--- src/rtl/maxpool_sched.sv ---
// rtl/maxpool_sched.sv - 2x2 max-pool read/write scheduler
// Optional DRAIN watchdog enabled by defining MAXPOOL_SCHED_WDOG_EN.
module maxpool_sched #(
    parameter int DWIDTH = 8,
    parameter int AWIDTH = 10,
    parameter int DIMW   = 6
) (
    input  logic              i_clk,
    input  logic              i_reset,
    input  logic              i_start,
    input  logic [DIMW-1:0]   i_img_w,
    input  logic [DIMW-1:0]   i_img_h,
    input  logic [AWIDTH-1:0] i_src_base,
    input  logic [AWIDTH-1:0] i_dst_base,
    output logic              o_rd_en,
    output logic [AWIDTH-1:0] o_rd_addr,
    input  logic [DWIDTH-1:0] i_rd_data,
    output logic              o_mp_en,
    output logic              o_mp_valid,
    output logic [DWIDTH-1:0] o_mp_data,
    input  logic              i_mp_valid_out,
    input  logic [DWIDTH-1:0] i_mp_out,
    output logic              o_wr_en,
    output logic [AWIDTH-1:0] o_wr_addr,
    output logic [DWIDTH-1:0] o_wr_data,
    output logic              o_busy,
    output logic              o_done,
    output logic              o_err
);
    localparam int KW = 2*DIMW - 2;
    localparam int HW = DIMW - 1;

    typedef enum logic [1:0] {S_IDLE, S_ISSUE, S_DRAIN, S_DONE} state_t;

    state_t            r_state;
    logic [AWIDTH-1:0] r_w;
    logic [AWIDTH-1:0] r_dst;
    logic [AWIDTH-1:0] r_win_addr;
    logic [AWIDTH-1:0] r_rd_addr;
    logic [AWIDTH-1:0] r_wr_addr;
    logic [HW-1:0]     r_wc;
    logic [HW-1:0]     r_wr;
    logic [HW-1:0]     r_wc_max;
    logic [HW-1:0]     r_wr_max;
    logic [1:0]        r_phase;
    logic [KW-1:0]     r_nwin;
    logic [KW-1:0]     r_k;
    logic [DWIDTH-1:0] r_wr_data;
    logic              r_rd_en;
    logic              r_mp_en;
    logic              r_mp_valid;
    logic              r_wr_en;
    logic              r_busy;
    logic              r_done;
    logic              r_err;
`ifdef MAXPOOL_SCHED_WDOG_EN
    logic [4:0]        r_wdog;
`endif

    logic              w_dim_ok;
    logic              w_last_col;
    logic              w_last_row;
    logic              w_last_read;
    logic              w_take;
    logic [AWIDTH-1:0] w_next_win;

    assign w_dim_ok    = (i_img_w != '0) && !i_img_w[0] && (i_img_h != '0) && !i_img_h[0];
    assign w_last_col  = (r_wc == r_wc_max);
    assign w_last_row  = (r_wr == r_wr_max);
    assign w_last_read = (r_phase == 2'd3) && w_last_col && w_last_row;
    assign w_take      = i_mp_valid_out && (r_state == S_ISSUE || r_state == S_DRAIN);
    // After the last window of a row pair, origin jumps back 2C and down two rows: +w+2.
    assign w_next_win  = r_win_addr + (w_last_col ? r_w + AWIDTH'(2) : AWIDTH'(2));

    always_ff @(posedge i_clk) begin
        if (i_reset) begin
            r_state    <= S_IDLE;
            r_w        <= '0;
            r_dst      <= '0;
            r_win_addr <= '0;
            r_rd_addr  <= '0;
            r_wr_addr  <= '0;
            r_wc       <= '0;
            r_wr       <= '0;
            r_wc_max   <= '0;
            r_wr_max   <= '0;
            r_phase    <= '0;
            r_nwin     <= '0;
            r_k        <= '0;
            r_wr_data  <= '0;
            r_rd_en    <= 1'b0;
            r_mp_en    <= 1'b0;
            r_mp_valid <= 1'b0;
            r_wr_en    <= 1'b0;
            r_busy     <= 1'b0;
            r_done     <= 1'b0;
            r_err      <= 1'b0;
`ifdef MAXPOOL_SCHED_WDOG_EN
            r_wdog     <= '0;
`endif
        end else begin
            r_done     <= 1'b0;
            r_mp_valid <= r_rd_en;
            r_wr_en    <= w_take;
            if (w_take) begin
                r_wr_addr <= r_dst + AWIDTH'(r_k);
                r_wr_data <= i_mp_out;
                r_k       <= r_k + KW'(1);
            end
            case (r_state)
                S_IDLE: begin
                    if (i_start) begin
                        r_busy <= 1'b1;
                        if (w_dim_ok) begin
                            r_state    <= S_ISSUE;
                            r_w        <= AWIDTH'(i_img_w);
                            r_dst      <= i_dst_base;
                            r_win_addr <= i_src_base;
                            r_rd_addr  <= i_src_base;
                            r_wc_max   <= i_img_w[DIMW-1:1] - HW'(1);
                            r_wr_max   <= i_img_h[DIMW-1:1] - HW'(1);
                            r_wc       <= '0;
                            r_wr       <= '0;
                            r_phase    <= '0;
                            r_nwin     <= '0;
                            r_k        <= '0;
                            r_rd_en    <= 1'b1;
                            r_mp_en    <= 1'b1;
                            r_err      <= 1'b0;
                        end else begin
                            r_state <= S_DONE;
                            r_done  <= 1'b1;
                            r_err   <= 1'b1;
                        end
                    end
                end
                S_ISSUE: begin
                    r_phase <= r_phase + 2'd1;
                    if (w_last_read) begin
                        r_rd_en <= 1'b0;
                        r_nwin  <= r_nwin + KW'(1);
                        r_state <= S_DRAIN;
`ifdef MAXPOOL_SCHED_WDOG_EN
                        r_wdog  <= '0;
`endif
                    end else begin
                        case (r_phase)
                            2'd0, 2'd2: r_rd_addr <= r_rd_addr + AWIDTH'(1);
                            2'd1:       r_rd_addr <= r_win_addr + r_w;
                            default: begin
                                r_rd_addr  <= w_next_win;
                                r_win_addr <= w_next_win;
                                r_nwin     <= r_nwin + KW'(1);
                                r_wc       <= w_last_col ? '0 : r_wc + HW'(1);
                                if (w_last_col)
                                    r_wr <= r_wr + HW'(1);
                            end
                        endcase
                    end
                end
                S_DRAIN: begin
                    if (r_k == r_nwin) begin
                        r_state <= S_DONE;
                        r_done  <= 1'b1;
                        r_mp_en <= 1'b0;
                    end
`ifdef MAXPOOL_SCHED_WDOG_EN
                    else if (!i_mp_valid_out && r_wdog == 5'd30) begin
                        r_state <= S_DONE;
                        r_done  <= 1'b1;
                        r_mp_en <= 1'b0;
                        r_err   <= 1'b1;
                    end
                    r_wdog <= i_mp_valid_out ? '0 : r_wdog + 5'd1;
`endif
                end
                S_DONE: begin
                    r_state <= S_IDLE;
                    r_busy  <= 1'b0;
                end
                default: r_state <= S_IDLE;
            endcase
        end
    end

    assign o_rd_en    = r_rd_en;
    assign o_rd_addr  = r_rd_addr;
    assign o_mp_en    = r_mp_en;
    assign o_mp_valid = r_mp_valid;
    assign o_mp_data  = r_mp_valid ? i_rd_data : '0;
    assign o_wr_en    = r_wr_en;
    assign o_wr_addr  = r_wr_addr;
    assign o_wr_data  = r_wr_data;
    assign o_busy     = r_busy;
    assign o_done     = r_done;
    assign o_err      = r_err;
endmodule

--- config.mk ---
export PLATFORM = sky130hd
export DESIGN_NAME = maxpool_sched
export DESIGN_NICKNAME = d
export VERILOG_FILES = /design/src/rtl/maxpool_sched.sv
export SDC_FILE = /design/constraint.sdc
export NUM_CORES = 1
export LEC_CHECK = 0
export BUFFER_PORTS_ARGS = -buffer_cell sky130_fd_sc_hd__buf_2
export CAP_MARGIN = 20
export CORE_ASPECT_RATIO = 0.5
export CORE_MARGIN = 10
export CORE_UTILIZATION = 45
export CTS_CLUSTER_DIAMETER = 150
export DETAILED_ROUTE_END_ITERATION = 7
export HOLD_SLACK_MARGIN = 0.15
export PLACE_DENSITY = 0.67
export SYNTH_ARGS = -nofsm -noshare
export SYNTH_HDL_FRONTEND = slang
export SYNTH_SLANG_ARGS = --single-unit
export TNS_END_PERCENT = 1
--- constraint.sdc ---
create_clock -name i_clk -period 5.67 [get_ports i_clk]
set_clock_uncertainty 0.1 [all_clocks]
set_input_delay 0.2835 -clock i_clk [delete_from_list [all_inputs] [get_ports i_clk]]
set_output_delay 0.2835 -clock i_clk [all_outputs]
set_load 0.005 [all_outputs]
==> flow_metrics.tcl, run 1 <==
set metrics [dict create \
    status "complete, no violations" \
    yosys.cell_types.count 75 \
    dpl.hpwl_mm 13.32 \
    cts_buffers 9 \
    ys_ff_latch 105 \
    overflow 0 \
    timing.hold.ws_ns 0.1743 \
    floorplan.io_pins 95 \
    critPathMaxStageDelay_ns 0.47 \
    end_kind "flop" \
    die-area_um2 19590 \
    insertedDiodeCount 0 \
    synth-main-ff-cell "sky130_fd_sc_hd__dfxtp_1" \
    synth.area.top_cells "sky130_fd_sc_hd__dfxtp_1 (33%), sky130_fd_sc_hd__ha_1 (7.7%), sky130_fd_sc_hd__nor2_1 (6.7%)" \
    cellLeakagePower_nw 3.010 \
    final_net_count 959 \
    setup_viol_count_final 0 \
    synth_enable_flop_cells 0 \
    fillerInstances 1290 \
    cts_tree "built" \
    crit_chain "xor2_1 > nor3_4 > nand2_1 > nor2_1 > ha_1 > inv_1 > fa_1 > nor2b_1 > o31ai_1 > a221oi_1 > xnor2_1 > a22oi_1 > a311oi_1" \
    post_cts_resize_count 0 \
    kind_of_launch_point_of_the_worst_setup_path "flop" \
    critPathRequiredTime_ns 5.84 \
    largest_net_degree_at_the_start_of_global_routing 53 \
    total_power_mw 2.588 \
    yosysTopAreaCellShare_pct 33.03 \
    post_route_utilization_pct 54.73 \
    final_layout_size_suffix_gt1_share_pct 15.52 \
    pwr_density_cell_nw_per_um2 345.1 \
    synthArstFlopShare_pct 0 \
    postSynthAreaPerCell_um2 8.298 \
    detail-route-antenna-nets 0 \
    synth_nets 861 \
    max_cap_viol_count 0 \
    grt_pass1_wl_mm 29.57 \
    core_area_um2 13700 \
    die_width_um 188.2 \
    yosys_warnings 0 \
    most_frequent_standard_cell_in_the_layout_excluding_fill_and_tap_cells "sky130_fd_sc_hd__nor2_1" \
    maxClockFrequency_mhz 306.8 \
    timing.critical_path.arrival_ns 3.43 \
    clock_sinks 105 \
    insertion_delay_ns 0.36 \
    cts_htree_levels 3 \
    ir_drop_mv 0.1676 \
    maxSlewViolCount 0 \
    post_synth_instance_area_um2 6365 \
    finalWirelength_mm 17.98 \
    critical_path_peak_fanout 6 \
    clk_pin_slew_ns 0.09 \
    synthCells 767 \
    placed_cell_area_um2 6958 \
    mostFrequentLayoutCells "sky130_fd_sc_hd__nor2_1 (113), sky130_fd_sc_hd__dfxtp_1 (105), sky130_fd_sc_hd__buf_2 (94)" \
    clk_path_buf_depth 2 \
    clock-root-buffer "sky130_fd_sc_hd__clkbuf_16" \
    layout_overhead_on_the_synthesized_area_pct 17.81 \
    route.detailed.drc 0 \
    final_min_period_over_clock_period_pct 57.49 \
    setup_repair_after_global_routing_missed_its_margin "no" \
    yosys_top_cell_by_area "sky130_fd_sc_hd__dfxtp_1" \
    final_cell_count_no_fill 1062 \
    dp_slack_ns 2.477 \
    post-route-cell-area_um2 7498 \
    standard_cell_with_the_maximum_stage_delay_on_the_critical_path "sky130_fd_sc_hd__a221oi_1" \
    vias 5858 \
    dp_cells 1023 \
    track_usage_pct 18.00 \
    worst-setup-path-type "flop to flop" \
    timing.slew.headroom_pct 35.05 \
    detail_route.vias_per_cell 5.516 \
    effective_utilization_at_floorplan_pct 46.46 \
    detail_route.first_pass.iterations 5 \
    chipHeight_um 104.1 \
    setup_total_negative_slack_ns 0 \
    first_global_vias 5844 \
    placementRows 30 \
    port_buffers 94 \
    final_critical_path_setup_slack_ns 2.410 \
    detail_route.iter0.violations 444 \
    antenna_violations_before_repair 0 \
    worst_slew_pin_slew_ns 0.9706 \
    gp_congestion 0.9049 \
    synth_seq_area_share_pct 33.03 \
    final-hold-violation-count 0 \
    layout_min_cycle_time_ns 3.260 \
    post_drt_wl_per_cell_um 16.93 \
    hold_path.class "input pin to flop" \
]
-- power by group --
group          internal [mW]  switching [mW]
combinational          0.368           0.628
sequential             0.843           0.106
clock                  0.315           0.328
total                   1.53            1.06
-- path summary, 6_finish.rpt --
path | to | from | slack (ns) | cells past startpoint
hold reg to reg | o_wr_data[4]$_SDFFE_PP0P_ | o_wr_data[4]$_SDFFE_PP0P_ | 0.36 | 2
setup / recovery | o_rd_addr[8]$_SDFFE_PP0P_ | r_wc[0]$_SDFFE_PP0P_ | 2.41 | 13
setup reg to reg | o_rd_addr[8]$_SDFFE_PP0P_ | r_wc[0]$_SDFFE_PP0P_ | 2.41 | 13
hold / removal | r_w[4]$_SDFFE_PP0P_ | i_img_w[4] | 0.17 | 3
-- Yosys cell counts (all sizes together), types with 3 or more instances --
library cell	instances
a2111oi	4
a211oi	32
a21o	5
a21oi	47
a221oi	3
a22oi	4
a311oi	3
a31oi	6
and2	11
and3	7
and4	3
buf	14
clkbuf	21
dfxtp	105
fa	3
ha	39
inv	29
mux2i	21
nand2	62
nand2b	4
nand3	15
nand4	13
nor2	114
nor2b	11
nor3	19
nor3b	3
nor4	3
o2111ai	5
o211ai	8
o21a	7
o21ai	33
o21bai	5
o31ai	5
or2	5
or3	4
or4	3
xnor2	40
xor2	27
-- per-layer routing --
metal | vias up | share of wire, % | global-route usage, %
li1 | 2929 | - | -
met2 | 149 | 47 | 29.94
met5 | - | 0 | 0
met3 | 28 | 5.6 | 4.685
met4 | 0 | 1.7 | 5.732
met1 | 2752 | 46 | 22.15
-- registers in the layout, summed over array words and instances (netlist names), 2 cells and up --
name,cells
r_win_addr,10
r_wc,5
r_k,10
r_w,6
o_wr_data,8
r_wr_max,5
r_state,2
r_dst,10
o_rd_addr,10
r_nwin,10
r_wc_max,5
o_wr_addr,10
r_phase,2
r_wr,5
-- critical path: cells and delay by family (launching register included) --
kind | cells | cell delay, ns
fa+ha+maj | 2 | 0.59
buf+inv | 1 | 0.06
compound gates | 4 | 0.98
flops | 1 | 0.43
simple gates | 4 | 0.71
xor+xnor | 2 | 0.30
-- area by class of cell --
cell class | instances | area (µm²) | share of cell area [%]
Timing Repair Buffer | 122 | 738.2 | 9.845
Tap cell | 192 | 240.2 | 3.204
Clock inverter | 7 | 85.08 | 1.135
Sequential cell | 105 | 2102 | 28.03
Multi-Input combinational cell | 598 | 3999 | 53.33
Inverter | 29 | 108.9 | 1.452
Clock buffer | 9 | 225.2 | 3.004
-- timing repair --
action	CTS	global route
setup buffers	0	0
hold buffers	23	0
endpoints found under the hold margin	23	0
endpoints found under the setup margin	0	0
-- kinds of logic after synthesis --
family / Yosys count / synth area share, %
buffers and inverters: 64 / 4.325
adders and majority gates: 42 / 8.610
xor gates and xnor gates: 67 / 9.220
and+or+nand+nor: 280 / 20.92
DFF: 105 / 33.03
AOI/OAI and AO/OA: 188 / 20.60
muxes: 21 / 3.303
No activity file was read; power rests on OpenSTA's default activity.
==> inputs of run 2 (changes only) <==
--- a/config.mk
+++ b/config.mk
@@ -13,7 +13,7 @@
 export CTS_CLUSTER_DIAMETER = 150
 export DETAILED_ROUTE_END_ITERATION = 7
 export HOLD_SLACK_MARGIN = 0.15
-export PLACE_DENSITY = 0.67
+export PLACE_DENSITY = 0.7
 export SYNTH_ARGS = -nofsm -noshare
 export SYNTH_HDL_FRONTEND = slang
 export SYNTH_SLANG_ARGS = --single-unit
==> constraint.sdc (replaced) <==
create_clock -name i_clk -period 2.9 [get_ports i_clk]
set_clock_uncertainty 0.1 [all_clocks]
set_input_delay 0.145 -clock i_clk [delete_from_list [all_inputs] [get_ports i_clk]]
set_output_delay 0.145 -clock i_clk [all_outputs]
set_load 0.005 [all_outputs]
==> run 2 against run 1 <==
Via count increased by 3.3%; combinational power rose by 120%; routed wire length grew 2.7%; worst hold slack got worse by 0.032 ns; total power grew 100%; core utilization rose by 3.4 points; cell count rose by 4.7%; clock power increased by 85%; design area is 6.2% higher; die area did not move; first-iteration DRC count decreased by 5.9%; global-route usage is 0.67 points higher.
==> flow_metrics.tcl, run 2 (synthesized netlist as in run 1, its figures left out) <==
set metrics [dict create \
    status "complete, no violations" \
    hold_path.class "input pin to flop" \
    cts_buffers 9 \
    worst-setup-path-type "flop to flop" \
    placementRows 30 \
    setup_total_negative_slack_ns 0 \
    max_cap_viol_count 0 \
    cellLeakagePower_nw 3.259 \
    timing.critical_path.arrival_ns 2.93 \
    kind_of_launch_point_of_the_worst_setup_path "flop" \
    clock_sinks 105 \
    critPathRequiredTime_ns 3.07 \
    final_layout_size_suffix_gt1_share_pct 18.59 \
    final_cell_count_no_fill 1112 \
    chipHeight_um 104.1 \
    finalWirelength_mm 18.46 \
    grt_pass1_wl_mm 30.50 \
    setup_repair_after_global_routing_missed_its_margin "yes" \
    core_area_um2 13700 \
    cp_num_buf_inv 2 \
    timing.slew.headroom_pct 54.38 \
    total_power_mw 5.258 \
    post_drt_wl_per_cell_um 16.60 \
    route.detailed.drc 0 \
    standard_cell_with_the_maximum_stage_delay_on_the_critical_path "sky130_fd_sc_hd__fa_2" \
    fillerInstances 1235 \
    final_min_period_over_clock_period_pct 95.07 \
    worst_path_dominant_cell_family "compound AO/OA/AOI/OAI gates" \
    final-hold-violation-count 0 \
    clock-root-buffer "sky130_fd_sc_hd__clkbuf_16" \
    dpl.hpwl_mm 13.48 \
    die-area_um2 19590 \
    layout_min_cycle_time_ns 2.757 \
    dp_slack_ns -0.03305 \
    maxSlewViolCount 0 \
    dp_cells 1050 \
    floorplan.io_pins 95 \
    effective_utilization_at_floorplan_pct 46.46 \
    cts_tree "built" \
    track_usage_pct 18.66 \
    pwr_density_cell_nw_per_um2 660.4 \
    detail_route.first_pass.iterations 5 \
    antenna_violations_before_repair 0 \
    first_global_vias 6085 \
    cts_htree_levels 3 \
    end_kind "flop" \
    port_buffers 94 \
    detail_route.iter0.violations 418 \
    gp_congestion 0.9130 \
    most_frequent_standard_cell_in_the_layout_excluding_fill_and_tap_cells "sky130_fd_sc_hd__nor2_1" \
    detail-route-antenna-nets 0 \
    setup_viol_count_final 0 \
    layout_overhead_on_the_synthesized_area_pct 25.08 \
    ir_drop_mv 0.3636 \
    maxClockFrequency_mhz 362.7 \
    largest_net_degree_at_the_start_of_global_routing 39 \
    clk_path_buf_depth 2 \
    mostFrequentLayoutCells "sky130_fd_sc_hd__nor2_1 (112), sky130_fd_sc_hd__dfxtp_1 (105), sky130_fd_sc_hd__buf_2 (94)" \
    detail_route.vias_per_cell 5.440 \
    critical_path_peak_fanout 3 \
    final_net_count 1010 \
    worst_slew_pin_slew_ns 0.6753 \
    critPathMaxStageDelay_ns 0.37 \
    insertion_delay_ns 0.35 \
    crit_chain "xor2_1 > nor3_4 > nand2_1 > nor2_1 > ha_1 > inv_1 > fa_2 > nor2b_4 > o31ai_4 > a221oi_2 > buf_4 > xnor2_1 > a22oi_1 > a311oi_1" \
    die_width_um 188.2 \
    insertedDiodeCount 0 \
    overflow 0 \
    clk_pin_slew_ns 0.08 \
    vias 6049 \
    final_critical_path_setup_slack_ns 0.1430 \
]
run 2: changes by cell type in the layout (fill, tap and decap cells not counted), sizes merged:
cell         change
buf             +27
dlygate4sd3     +24
clkinv           -3
clkinvlp         +1
inv              +1
run 2: path summary, 6_finish.rpt:
path / startpoint / end / slack [ns] / cells after the start
max: r_wc_max[0]$_SDFFE_PP0P_ / o_rd_addr[8]$_SDFFE_PP0P_ / 0.14 / 14
min: i_reset / o_wr_en$_SDFF_PP0_ / 0.14 / 2
max reg2reg: r_wc_max[0]$_SDFFE_PP0P_ / o_rd_addr[8]$_SDFFE_PP0P_ / 0.14 / 14
min reg2reg: o_err$_SDFFE_PP0P_ / o_err$_SDFFE_PP0P_ / 0.37 / 2
run 2: metrics by stage:
step           instance area [µm²]  util (%)  hold slack (ns)
4_1_cts                       7918     57.79           0.1517
2_1_floorplan                 6365         -           0.1406
3_5_place_dp                  7161     52.26           0.2765
6_report                      7961     58.11           0.1419
3_3_place_gp                  7161     52.26           0.2707
5_1_grt                       7961     58.11           0.1772
run 2: what timing repair did:
item                       in CTS  in global routing
cloned                          0                  0
resized for setup               4                 10
setup endpoints to repair       2                  8
hold endpoints to repair       42                  0
hold buffers                   47                  0
pin swaps                       0                  3
buffers inserted                0                  0
run 2: area by class of cell:
cell class	instances	area (µm²)	area share, %
Clock buffer	9	225.2	2.829
Sequential cell	105	2102	26.40
Clock inverter	6	51.30	0.6443
Inverter	29	108.9	1.367
Tap cell	192	240.2	3.017
Multi-Input combinational cell	598	4053	50.90
Timing Repair Buffer	173	1181	14.84
run 2: power breakdown:
| part | internal, mW | leakage, nW | switching (mW) | total (mW) |
|---|---|---|---|---|
| combinational | 0.901 | 2.28 | 1.31 | 2.21 |
| sequential | 1.65 | 0.852 | 0.205 | 1.85 |
| clock | 0.593 | 0.132 | 0.599 | 1.19 |
run 2: per-layer routing:
metal / wire length (µm) / GRT usage [%] / vias to the layer above
met2: 8825 / 31.70 / 164
met1: 8263 / 22.92 / 2836
met5: 0 / 0 / -
met3: 1078 / 5.020 / 26
met4: 295 / 4.370 / 0
li1: - / - / 3023
==> inputs of run 3 (changes only) <==
--- a/config.mk
+++ b/config.mk
@@ -14,6 +14,7 @@
 export DETAILED_ROUTE_END_ITERATION = 7
 export HOLD_SLACK_MARGIN = 0.15
 export PLACE_DENSITY = 0.7
+export SETUP_SLACK_MARGIN = 0.15
 export SYNTH_ARGS = -nofsm -noshare
 export SYNTH_HDL_FRONTEND = slang
 export SYNTH_SLANG_ARGS = --single-unit
==> run 3 against run 2 <==
Largest cell class unchanged; global-route usage about the same; clock power about the same; via count up 0.79%; die area unchanged; fmax down 2.4%; critical path depth down 1; sequential share of layout area up 0.29 points; non-clock buffer count down 12; total power up 0.17%; worst setup slack worse by 0.069 ns.
==> flow_metrics.tcl, run 3 (synthesized netlist as in run 1, its figures left out) <==
set metrics [dict create \
    worst_slew_pin_slew_ns 0.7061 \
    critPathRequiredTime_ns 3.08 \
    final_net_count 998 \
    maxClockFrequency_mhz 353.9 \
    final-hold-violation-count 0 \
    layout_overhead_on_the_synthesized_area_pct 24.34 \
    pwr_density_cell_nw_per_um2 665.5 \
    timing.hold.ws_ns 0.1642 \
    setup_viol_count_final 0 \
    critical_path_peak_fanout 4 \
    first_global_vias 6150 \
    hold_depth 4 \
    setup_repair_after_global_routing_missed_its_margin "yes" \
    dp_slack_ns -0.01753 \
    antenna_violations_before_repair 2 \
    detail_route.vias_per_cell 5.533 \
    timing.critical_path.arrival_ns 3.00 \
    route.detailed.drc 0 \
    final_cell_count_no_fill 1102 \
    cp_num_buf_inv 1 \
    most_frequent_standard_cell_in_the_layout_excluding_fill_and_tap_cells "sky130_fd_sc_hd__nor2_1" \
    pwr-share-seq_pct 35.3 \
    hold_path.class "input pin to flop" \
    clk_pin_slew_ns 0.08 \
    detail_route.iter0.violations 343 \
    sw_frac_of_total_pct 40.41 \
    die-area_um2 19590 \
    clock_sinks 105 \
    worst-setup-path-type "flop to flop" \
    critPathMaxStageDelay_ns 0.37 \
    status "complete, no violations" \
    floorplan.io_pins 95 \
    gp_congestion 0.8843 \
    cts_buffers 9 \
    timing.slew.headroom_pct 52.31 \
    share_comb_of_total_power_pct 41.8 \
    clkPwrFrac_pct 22.9 \
    cts_tree "built" \
    crit_chain "xor2_2 > nor3_4 > nand2_2 > nor2_2 > ha_2 > inv_2 > fa_2 > nor2b_4 > o31ai_4 > a221oi_4 > xnor2_1 > a22oi_1 > a311oi_1" \
    core_area_um2 13700 \
    final_layout_size_suffix_gt1_share_pct 19.80 \
    final_min_period_over_clock_period_pct 97.44 \
    cell_internal_pwr_mw 3.138 \
    effective_utilization_at_floorplan_pct 46.46 \
    cellLeakagePower_nw 3.203 \
    cts_htree_levels 3 \
    mostFrequentLayoutCells "sky130_fd_sc_hd__nor2_1 (111), sky130_fd_sc_hd__dfxtp_1 (99), sky130_fd_sc_hd__buf_2 (94)" \
    worst_path_dominant_cell_family "compound AO/OA/AOI/OAI gates" \
    layout_min_cycle_time_ns 2.826 \
    worst-path-stages 13 \
    finalWirelength_mm 18.48 \
    port_buffers 94 \
    overflow 0 \
    post_drt_wl_per_cell_um 16.77 \
    kind_of_launch_point_of_the_worst_setup_path "flop" \
    final_critical_path_setup_slack_ns 0.07429 \
    maxSlewViolCount 0 \
    placementRows 30 \
    largest_net_degree_at_the_start_of_global_routing 40 \
    detail_route.first_pass.iterations 5 \
    die_width_um 188.2 \
    placed_cell_area_um2 7114 \
    detail-route-antenna-nets 0 \
    chipHeight_um 104.1 \
    vias 6097 \
    insertion_delay_ns 0.36 \
    clock-root-buffer "sky130_fd_sc_hd__clkbuf_16" \
    standard_cell_with_the_maximum_stage_delay_on_the_critical_path "sky130_fd_sc_hd__fa_2" \
    clk_path_buf_depth 2 \
    max_cap_viol_count 0 \
    post_route_utilization_pct 57.76 \
    end_kind "flop" \
    track_usage_pct 18.65 \
    grt_pass1_wl_mm 30.77 \
    ir_drop_mv 0.3170 \
    dpl.hpwl_mm 13.50 \
    post-route-cell-area_um2 7914 \
    dp_cells 1041 \
    power.switching_mw 2.128 \
    reg2regPathDepth 13 \
]
## run 3: layout make-up
class | instances | area [µm²]
diodes | 1 | 2.502
clock buffers | 9 | 225.2
clock inverters | 7 | 58.81
fillers | 1269 | 5787
inverters | 29 | 108.9
multi-input cells | 598 | 4090
flip-flops and latches | 105 | 2112
well taps | 192 | 240.2
repair buffers | 161 | 1076
## run 3: worst reg2reg max path: stages, from the launching register on
cell and delay [ns]:
sky130_fd_sc_hd__dfxtp_2 0.34, sky130_fd_sc_hd__xor2_2 0.18, sky130_fd_sc_hd__nor3_4 0.22, sky130_fd_sc_hd__nand2_2 0.08, sky130_fd_sc_hd__nor2_2 0.09, sky130_fd_sc_hd__ha_2 0.20, sky130_fd_sc_hd__inv_2 0.05, sky130_fd_sc_hd__fa_2 0.37
sky130_fd_sc_hd__nor2b_4 0.15, sky130_fd_sc_hd__o31ai_4 0.11, sky130_fd_sc_hd__a221oi_4 0.34, sky130_fd_sc_hd__xnor2_1 0.16, sky130_fd_sc_hd__a22oi_1 0.09, sky130_fd_sc_hd__a311oi_1 0.27
## run 3: power groups by stage
stage / registers [mW] / logic, mW / clock network [mW]
6_report: 1.86 / 2.20 / 1.20
5_1_grt: 1.89 / 2.44 / 1.28
4_1_cts: 1.85 / 2.16 / 1.23
3_5_place_dp: 1.88 / 2.06 / 0
3_3_place_gp: 1.88 / 2.04 / 0
2_1_floorplan: 1.84 / 1.41 / 0
## run 3: what timing repair did
| item | in CTS | in global routing |
|---|---|---|
| buffers inserted | 3 | 3 |
| hold buffers | 38 | 0 |
| gates resized for setup | 9 | 16 |
| pin swaps | 6 | 8 |
| hold endpoints to repair | 43 | 0 |
| setup endpoints to repair | 9 | 13 |
## run 3: final timing paths
path                                             endpoint  slack [ns]                      start
worst max-delay path            o_rd_addr[8]$_SDFFE_PP0P_        0.07   r_wc_max[3]$_SDFFE_PP0P_
worst min-delay path            o_rd_addr[8]$_SDFFE_PP0P_        0.16              i_src_base[8]
worst max register to register  o_rd_addr[8]$_SDFFE_PP0P_        0.07   r_wc_max[3]$_SDFFE_PP0P_
worst min register to register  o_wr_data[6]$_SDFFE_PP0P_        0.35  o_wr_data[6]$_SDFFE_PP0P_
## run 3: metal layers
metal | wire length, µm | up-vias | track usage (%)
li1 | - | 3010 | -
met1 | 8202 | 2913 | 22.38
met2 | 8949 | 147 | 31.78
met3 | 1026 | 25 | 5.355
met4 | 297 | 2 | 5.108
met5 | 7 | - | 0
## run 3: metrics by stage
stage | total power, mW | TNS [ns]
finish | 5.267 | 0
global route | 5.602 | -0.08399
CTS | 5.233 | 0
detailed placement | 3.942 | -0.02427
global placement | 3.923 | 0
floorplan | 3.245 | 0
